### config.mk
export PLATFORM = sky130hd
export DESIGN_NAME = maxpool_window_unit_flat
export DESIGN_NICKNAME = d
export VERILOG_FILES = /design/src/rtl/maxpool_window_unit_if.sv /design/src/rtl/maxpool_window_unit.sv /design/src/flat_wrapper.sv
export SDC_FILE = /design/constraint.sdc
export NUM_CORES = 1
export LEC_CHECK = 0
export CAP_MARGIN = 20
export CELL_PAD_IN_SITES_DETAIL_PLACEMENT = 1
export CELL_PAD_IN_SITES_GLOBAL_PLACEMENT = 1
export CORE_ASPECT_RATIO = 0.9
export CORE_MARGIN = 2
export CORE_UTILIZATION = 42
export DETAILED_ROUTE_END_ITERATION = 10
export GPL_TIMING_DRIVEN = 0
export PLACE_DENSITY_LB_ADDON = 0.1
export SLEW_MARGIN = 20
export SYNTH_ARGS = -nofsm -noshare
export SYNTH_HDL_FRONTEND = slang
export SYNTH_SLANG_ARGS = --single-unit
export TNS_END_PERCENT = 100
### constraint.sdc
create_clock -name clk -period 3.1 [get_ports clk]
set_clock_uncertainty 0.2 [all_clocks]
set_input_delay 0.465 -clock clk [delete_from_list [all_inputs] [get_ports clk]]
set_output_delay 0.465 -clock clk [all_outputs]
set_load 0.005 [all_outputs]
### src/rtl/maxpool_window_unit_if.sv
// ---------------------------------------------------------------------------
// maxpool_window_unit_if
// Stream bundle for the max-pooling reducer: an input beat channel and an
// output result channel, each with valid/ready.
//   in_valid/in_ready/in_data/in_last       : one window element per lane
//   out_valid/out_ready/out_data/out_beats  : per-lane maxima + beat count
// Handshake: a transfer happens on a rising clock edge where valid && ready.
// A producer holds valid and data stable until that edge. ready may depend
// combinationally on valid-side fields (in_ready looks at in_last).
// modport slave  : the reducer (consumes in_*, produces out_*)
// modport master : the environment (produces in_*, consumes out_*)
// ---------------------------------------------------------------------------
interface maxpool_window_unit_if #(
    parameter int DATA_W = 8,
    parameter int LANES  = 4,
    parameter int CNT_W  = 4
);
    logic                    in_valid;
    logic                    in_ready;
    logic [LANES*DATA_W-1:0] in_data;
    logic                    in_last;
    logic                    out_valid;
    logic                    out_ready;
    logic [LANES*DATA_W-1:0] out_data;
    logic [CNT_W-1:0]        out_beats;

    modport slave (
        input  in_valid, in_data, in_last, out_ready,
        output in_ready, out_valid, out_data, out_beats
    );

    modport master (
        output in_valid, in_data, in_last, out_ready,
        input  in_ready, out_valid, out_data, out_beats
    );
endinterface

### src/rtl/maxpool_window_unit.sv
// ---------------------------------------------------------------------------
// maxpool_window_unit
// Multi-lane max-pooling reducer. Each accepted beat carries one element for
// LANES channels; a window of 1..MAX_WINDOW beats (or fewer, if in_last
// arrives early) is reduced to one per-lane maximum, signed or unsigned.
// The result sits in a one-deep output register so back-to-back windows
// stream without bubbles.
// Ports:
//   clk        : clock, rising edge
//   rst        : asynchronous active-low reset
//   clear      : synchronous abort of the partial window (output untouched)
//   cfg_window : beats per window, latched on the first beat (0 -> 1)
//   cfg_signed : 1 = two's-complement compare, latched on the first beat
//   bus        : in_*/out_* stream channels (slave side)
//   dbg_state  : 1 while the FSM is in ACCUM (mid-window)
// ---------------------------------------------------------------------------
module maxpool_window_unit #(
    parameter int DATA_W     = 8,
    parameter int LANES      = 4,
    parameter int MAX_WINDOW = 9,
    parameter int CNT_W      = $clog2(MAX_WINDOW + 1)
) (
    input  logic                        clk,
    input  logic                        rst,
    input  logic                        clear,
    input  logic [CNT_W-1:0]            cfg_window,
    input  logic                        cfg_signed,
    maxpool_window_unit_if.slave        bus,
    output logic                        dbg_state
);

    typedef enum logic {IDLE = 1'b0, ACCUM = 1'b1} state_t;

    state_t                  state, state_nxt;
    logic [CNT_W-1:0]        count, count_nxt;
    logic [LANES*DATA_W-1:0] acc, acc_nxt;
    logic [CNT_W-1:0]        win_q;
    logic                    signed_q;

    logic [CNT_W-1:0]        win_in;
    logic [CNT_W-1:0]        beats;
    logic                    closing_pending;
    logic                    accept;
    logic                    closing;
    logic [LANES*DATA_W-1:0] merged;

    // Strictly-greater test so a tie keeps the accumulator bits.
    function automatic logic [DATA_W-1:0] lane_max(
        input logic [DATA_W-1:0] a,
        input logic [DATA_W-1:0] b,
        input logic              sgn
    );
        logic take;
        take = sgn ? ($signed(b) > $signed(a)) : (b > a);
        return take ? b : a;
    endfunction

    // Clamp the live config into [1, MAX_WINDOW]; only used on a first beat.
    always_comb begin
        win_in = cfg_window;
        if (cfg_window == '0)
            win_in = CNT_W'(1);
        else if (cfg_window > CNT_W'(MAX_WINDOW))
            win_in = CNT_W'(MAX_WINDOW);
    end

    assign beats = (state == IDLE) ? CNT_W'(1) : count + CNT_W'(1);

    // Would the presented beat close the window if it were accepted?
    assign closing_pending = (state == IDLE) ? ((win_in == CNT_W'(1)) || bus.in_last)
                                             : ((beats == win_q) || bus.in_last);

    // Only a closing beat needs a free output slot; everything else flows.
    assign bus.in_ready = !clear && !(closing_pending && bus.out_valid && !bus.out_ready);
    assign accept       = bus.in_valid && bus.in_ready;
    assign closing      = accept && closing_pending;
    assign dbg_state    = (state == ACCUM);

    // First beat loads the data as-is (no compare against zero), so negative
    // signed windows reduce correctly.
    always_comb begin
        merged = bus.in_data;
        if (state == ACCUM) begin
            for (int i = 0; i < LANES; i++) begin
                merged[i*DATA_W +: DATA_W] = lane_max(acc[i*DATA_W +: DATA_W],
                                                      bus.in_data[i*DATA_W +: DATA_W],
                                                      signed_q);
            end
        end
    end

    always_comb begin
        state_nxt = state;
        count_nxt = count;
        acc_nxt   = acc;
        if (clear) begin
            state_nxt = IDLE;
            count_nxt = '0;
        end else if (accept) begin
            acc_nxt = merged;
            if (closing) begin
                state_nxt = IDLE;
                count_nxt = '0;
            end else begin
                state_nxt = ACCUM;
                count_nxt = beats;
            end
        end
    end

    always_ff @(posedge clk or negedge rst) begin
        if (!rst) begin
            state    <= IDLE;
            count    <= '0;
            acc      <= '0;
            win_q    <= '0;
            signed_q <= 1'b0;
        end else begin
            state <= state_nxt;
            count <= count_nxt;
            acc   <= acc_nxt;
            if (accept && (state == IDLE)) begin
                win_q    <= win_in;
                signed_q <= cfg_signed;
            end
        end
    end

    // Output register: a new emit wins over retirement in the same cycle.
    always_ff @(posedge clk or negedge rst) begin
        if (!rst) begin
            bus.out_valid <= 1'b0;
            bus.out_data  <= '0;
            bus.out_beats <= '0;
        end else if (closing) begin
            bus.out_valid <= 1'b1;
            bus.out_data  <= merged;
            bus.out_beats <= beats;
        end else if (bus.out_ready) begin
            bus.out_valid <= 1'b0;
        end
    end

endmodule

### src/flat_wrapper.sv
// flat-port wrapper written by rule: the top's interface ports become plain ports
module maxpool_window_unit_flat 
#(
    parameter int DATA_W     = 8,
    parameter int LANES      = 4,
    parameter int MAX_WINDOW = 9,
    parameter int CNT_W      = $clog2(MAX_WINDOW + 1)
)
  (clk, rst, clear, cfg_window, cfg_signed, dbg_state, bus_in_valid, bus_in_data, bus_in_last, bus_out_ready, bus_in_ready, bus_out_valid, bus_out_data, bus_out_beats);
  maxpool_window_unit_if #(.DATA_W(DATA_W), .LANES(LANES), .CNT_W(CNT_W)) bus_i ();
  input  logic clk;
  input  logic rst;
  input  logic clear;
  input  logic [CNT_W-1:0] cfg_window;
  input  logic cfg_signed;
  output logic dbg_state;
  input wire logic [$bits(bus_i.in_valid)-1:0] bus_in_valid;
  input wire logic [$bits(bus_i.in_data)-1:0] bus_in_data;
  input wire logic [$bits(bus_i.in_last)-1:0] bus_in_last;
  input wire logic [$bits(bus_i.out_ready)-1:0] bus_out_ready;
  output wire logic [$bits(bus_i.in_ready)-1:0] bus_in_ready;
  output wire logic [$bits(bus_i.out_valid)-1:0] bus_out_valid;
  output wire logic [$bits(bus_i.out_data)-1:0] bus_out_data;
  output wire logic [$bits(bus_i.out_beats)-1:0] bus_out_beats;
  assign bus_i.in_valid = bus_in_valid;
  assign bus_i.in_data = bus_in_data;
  assign bus_i.in_last = bus_in_last;
  assign bus_i.out_ready = bus_out_ready;
  assign bus_in_ready = bus_i.in_ready;
  assign bus_out_valid = bus_i.out_valid;
  assign bus_out_data = bus_i.out_data;
  assign bus_out_beats = bus_i.out_beats;
  maxpool_window_unit #(.DATA_W(DATA_W), .LANES(LANES), .MAX_WINDOW(MAX_WINDOW), .CNT_W(CNT_W)) u_core (.clk(clk), .rst(rst), .clear(clear), .cfg_window(cfg_window), .cfg_signed(cfg_signed), .bus(bus_i), .dbg_state(dbg_state));
endmodule
==> results of run 1 <==
[power groups by stage]
stage	clock, W	sequential (W)	combinational [W]
2_1_floorplan	0	0.00138	0.000607
3_3_place_gp	0	0.00139	0.00109
3_5_place_dp	0	0.00141	0.00113
4_1_cts	0.00104	0.00139	0.00116
5_1_grt	0.00107	0.00142	0.00134
6_report	0.00102	0.00139	0.00121
[flip-flops by register name, indices dropped and copies added (netlist names)]
| signal | count |
|---|---|
| u_core.acc | 32 |
| u_core.bus.out_data | 32 |
| u_core.bus.out_beats | 4 |
| u_core.count | 4 |
| u_core.win_q | 4 |
| u_core.bus.out_valid | 1 |
| u_core.dbg_state | 1 |
| u_core.signed_q | 1 |
[cells by family (layout without fill, tap and decap cells)]
family / Yosys count / in the layout
flops: 79 / 79
buf+inv: 80 / 188
compound gates: 103 / 103
simple gates: 92 / 92
mux: 45 / 45
fa+ha+maj: 33 / 33
xor+xnor: 8 / 8
[worst register-to-register path: stages, from the launching register on]
cell	delay (ps)
dfrtp_2	430
ha_1	230
xnor3_1	400
nand4_4	140
o21ai_4	80
buf_4	160
nand2_2	180
clkbuf_1	540
a211oi_1	140
a211o_1	270
[per-layer routing]
metal / vias up / track usage (%) / wire [um]
li1: 1800 / - / -
met2: 88 / 38.4 / 6480
met4: 0 / 6.02 / 180
met5: - / 0 / 0
met3: 17 / 6.18 / 641
met1: 1951 / 30.6 / 6160
[synth_stat cells, types with 2 or more instances]
cell type   n  area share, %
nor2_1      6           0.48
inv_1      57            4.6
xor2_1      4           0.75
mux2_4      3           0.96
and2_1      3           0.40
buf_6       6            1.4
o21ai_0    17            1.8
ha_1       33            8.8
mux2_2      6            1.4
mux2_1      4           0.96
o31ai_1     4           0.64
mux2i_1    32            6.8
nand2b_1    2           0.27
nand3b_1    8            1.3
nand2_1    23            1.8
clkbuf_1   10           0.80
xnor2_1     2           0.37
nand4_1     5           0.67
a211oi_1   27            4.3
a211o_1    24            4.5
nor2b_1     4           0.53
a21oi_2     3           0.56
and4_1     21            3.9
a21oi_1    16            1.7
nand3_1     5           0.53
and4_2      6            1.3
o211ai_1    6           0.96
dfrtp_1    79             42
[path summary, 6_finish.rpt]
kind / end / cells past startpoint / start
min in group asynchronous: u_core.acc[10] / 2 / rst
min reg2reg: u_core.bus.out_data[20] / 2 / u_core.bus.out_data[20]
min: u_core.bus.out_data[20] / 2 / u_core.bus.out_data[20]
max: bus_in_ready / 6 / u_core.count[0]
max in group asynchronous: u_core.count[0] / 3 / rst
max reg2reg: u_core.bus.out_data[25] / 9 / u_core.count[0]
[cells in the final DEF (no fill, tap or decap), drive strengths merged, types with 2 or more instances in the layout]
cell type and instances:
dlygate4sd3 2, mux2i 32, o21ai 18, nand4 6, a21oi 19, o211ai 6, inv 57, a211oi 27
nor2 7, nand3b 8, clkdlybuf4s50 80, a211o 24, and4 27, mux2 13, nand3 5, nor2b 4
clkinv 4, clkbuf 24, o31ai 4, ha 33, dfrtp 79, xnor2 3, nand2 24, nand2b 2
buf 19, and2 4, xor2 4
[per-stage QoR]
step,cell area (um2),utilization [%]
floorplan,4690,-
detailed placement,5710,52.6
CTS,6020,55.5
finish,6080,56.0
global placement,5690,52.4
global route,6080,56.0
[cell type report]
class | count | area (um2)
sequential | 79 | 1980
inverter | 57 | 214
clock buffer | 12 | 256
tap | 152 | 190
timing repair buffer | 92 | 913
clock inverter | 4 | 20.0
multi-input combinational | 281 | 2340
fill | 1194 | 4780
buffer | 23 | 168
[repair_timing]
| item | CTS | global route |
|---|---|---|
| buffers inserted | 3 | 6 |
| hold buffers | 1 | 0 |
| pin swaps | 3 | 2 |
| hold endpoints to repair | 37 | 0 |
| resized for setup | 0 | 3 |
| endpoints found under the setup margin | 6 | 25 |
==> results by group, run 1 <==
Clocking
  – Clock Sinks: 79
  – CTS tree: built
  – Worst-skew pair later-pin latency: 350 ps
  – CTS root buffer: clkbuf_16
  – Max Buffers Root-to-Sink: 2
  – CTS buffer count: 9
  – Worst-path clk slew: 60 ps
  – Htree depth: 3

Yosys
  – Post-synthesis mux area share: 10.2%
  – Cell variety after synth: 52
  – Mapped Cells: 440
  – FFs w/ async S/R, synth: 100%
  – Synth warnings: 0
  – Post-Synth Simple-Gate Area: 12.8%
  – Post-synthesis xor/xnor area fraction: 1.95%
  – Top_reg_cell synth: dfrtp_1
  – Sequential cell area fraction in the yosys report: 42.2%
  – Synthesized area: 0.00469 mm2
  – Syn Area/Cell: 10.7 um2
  – Compound-gate portion of the synthesized area: 16.0%
  – Synth Area in Adders: 8.81%
  – Largest family of logic cells by synthesized area: compound AO/OA/AOI/OAI gates
  – Post-synth EDFFs: 0
  – Synth Register Bits: 79
  – Syn nets: 516

Route
  – DRC errors left: 0
  – Detailed-route wire length: 13.5 mm
  – Via density: 5.51
  – Number of DRC markers in iteration 0: 144
  – TritonRoute pass-1 iters: 4
  – Routed Antenna Nets: 0
  – Drt wl/cell: 19.2 um
  – Routed vias: 3856

STA
  – Slew HR: 49.6%
  – Final setup TNS: 0 ps
  – Max-slew violations: 0
  – Setup-failing EPs final: 0
  – RSZ-0062 raised after global routing: no
  – Max Freq: 0.339 GHz
  – Slew @ Worst Pin: 756 ps
  – Hold WS: 284 ps
  – Fin worst setup slack: 148 ps
  – Final Cycle Share: 95.2%
  – Hold Fails Final Rpt: 0
  – Min Tclk post-route: 2950 ps

Worst setup path
  – Req. time, crit path: 2430 ps
  – CP cell instances: ha_1 -> xnor3_1 -> nand4_4 -> o21ai_4 -> a21oi_1 -> clkdlybuf4s50_1
  – Crit path max fanout: 4
  – CP peak stage delay: 460 ps
  – Critical path arrival: 2290 ps
  – Flop2flop setup slack: 220 ps
  – CP top delay family: buffers and inverters
  – CP Class: reg2out
  – Slowest CP cell: clkdlybuf4s50_1
  – Critical path launch point type: register
  – Worst Setup End Kind: output port
  – Crit path buffers/inverters: 1

Placed design
  – Pre-CTS WS: -359 ps
  – Half-perimeter wire length after placement: 9.36 mm
  – Placed cell count: 674
  – PortBufs: 81
  – RePlAce Congestion: 0.802

Final layout
  – ANT cells: 0
  – Post-route insts no fill: 700
  – Layout cells sized above 1: 11.5%
  – Final #Nets: 619
  – Synth-to-Final Area Change: 29.7%

Pwr
  – Seq pwr share: 38.5%
  – Leakage power: 2.86 nW
  – Total power: 0.00361 W
  – Int Power: 0.00245 W
  – Clock network power share: 28.1%
  – Psw: 0.00116 W
  – Comb pwr share: 33.4%
  – Sw Ratio: 32.2%
  – P per Cell Area: 594 mW/mm2
  – Worst vdd ir: 0.435 mV

Global route
  – Initial antenna violation count: 0
  – Largest net degree at the start of global routing: 43
  – GRT Overall Usage: 23.4%
  – Congestion Overflow GR: 0
  – Number of global-route vias before repair: 4254
  – First-pass GRT wire length: 22.0 mm

Min path
  – HP Class: reg2reg

Floorplanning
  – Core ar.: 0.0109 mm2
  – Die H: 104 um
  – Initial core utilization: 43.2%
  – Die W: 115 um
  – I/O Pins: 82
  – Die footprint: 0.0120 mm2
  – FP Rows: 36

Run
  – Max Cap Viol: 0

Outcome
  – Status: finished clean
Power figures use the tool's default switching activity.
==> run 2, diff against run 1 <==
- ABC_CLOCK_PERIOD_IN_PS: unset -> 3100
==> results of run 2 <==
No change in the layout: final DEF, timing and power equal those of run 1.
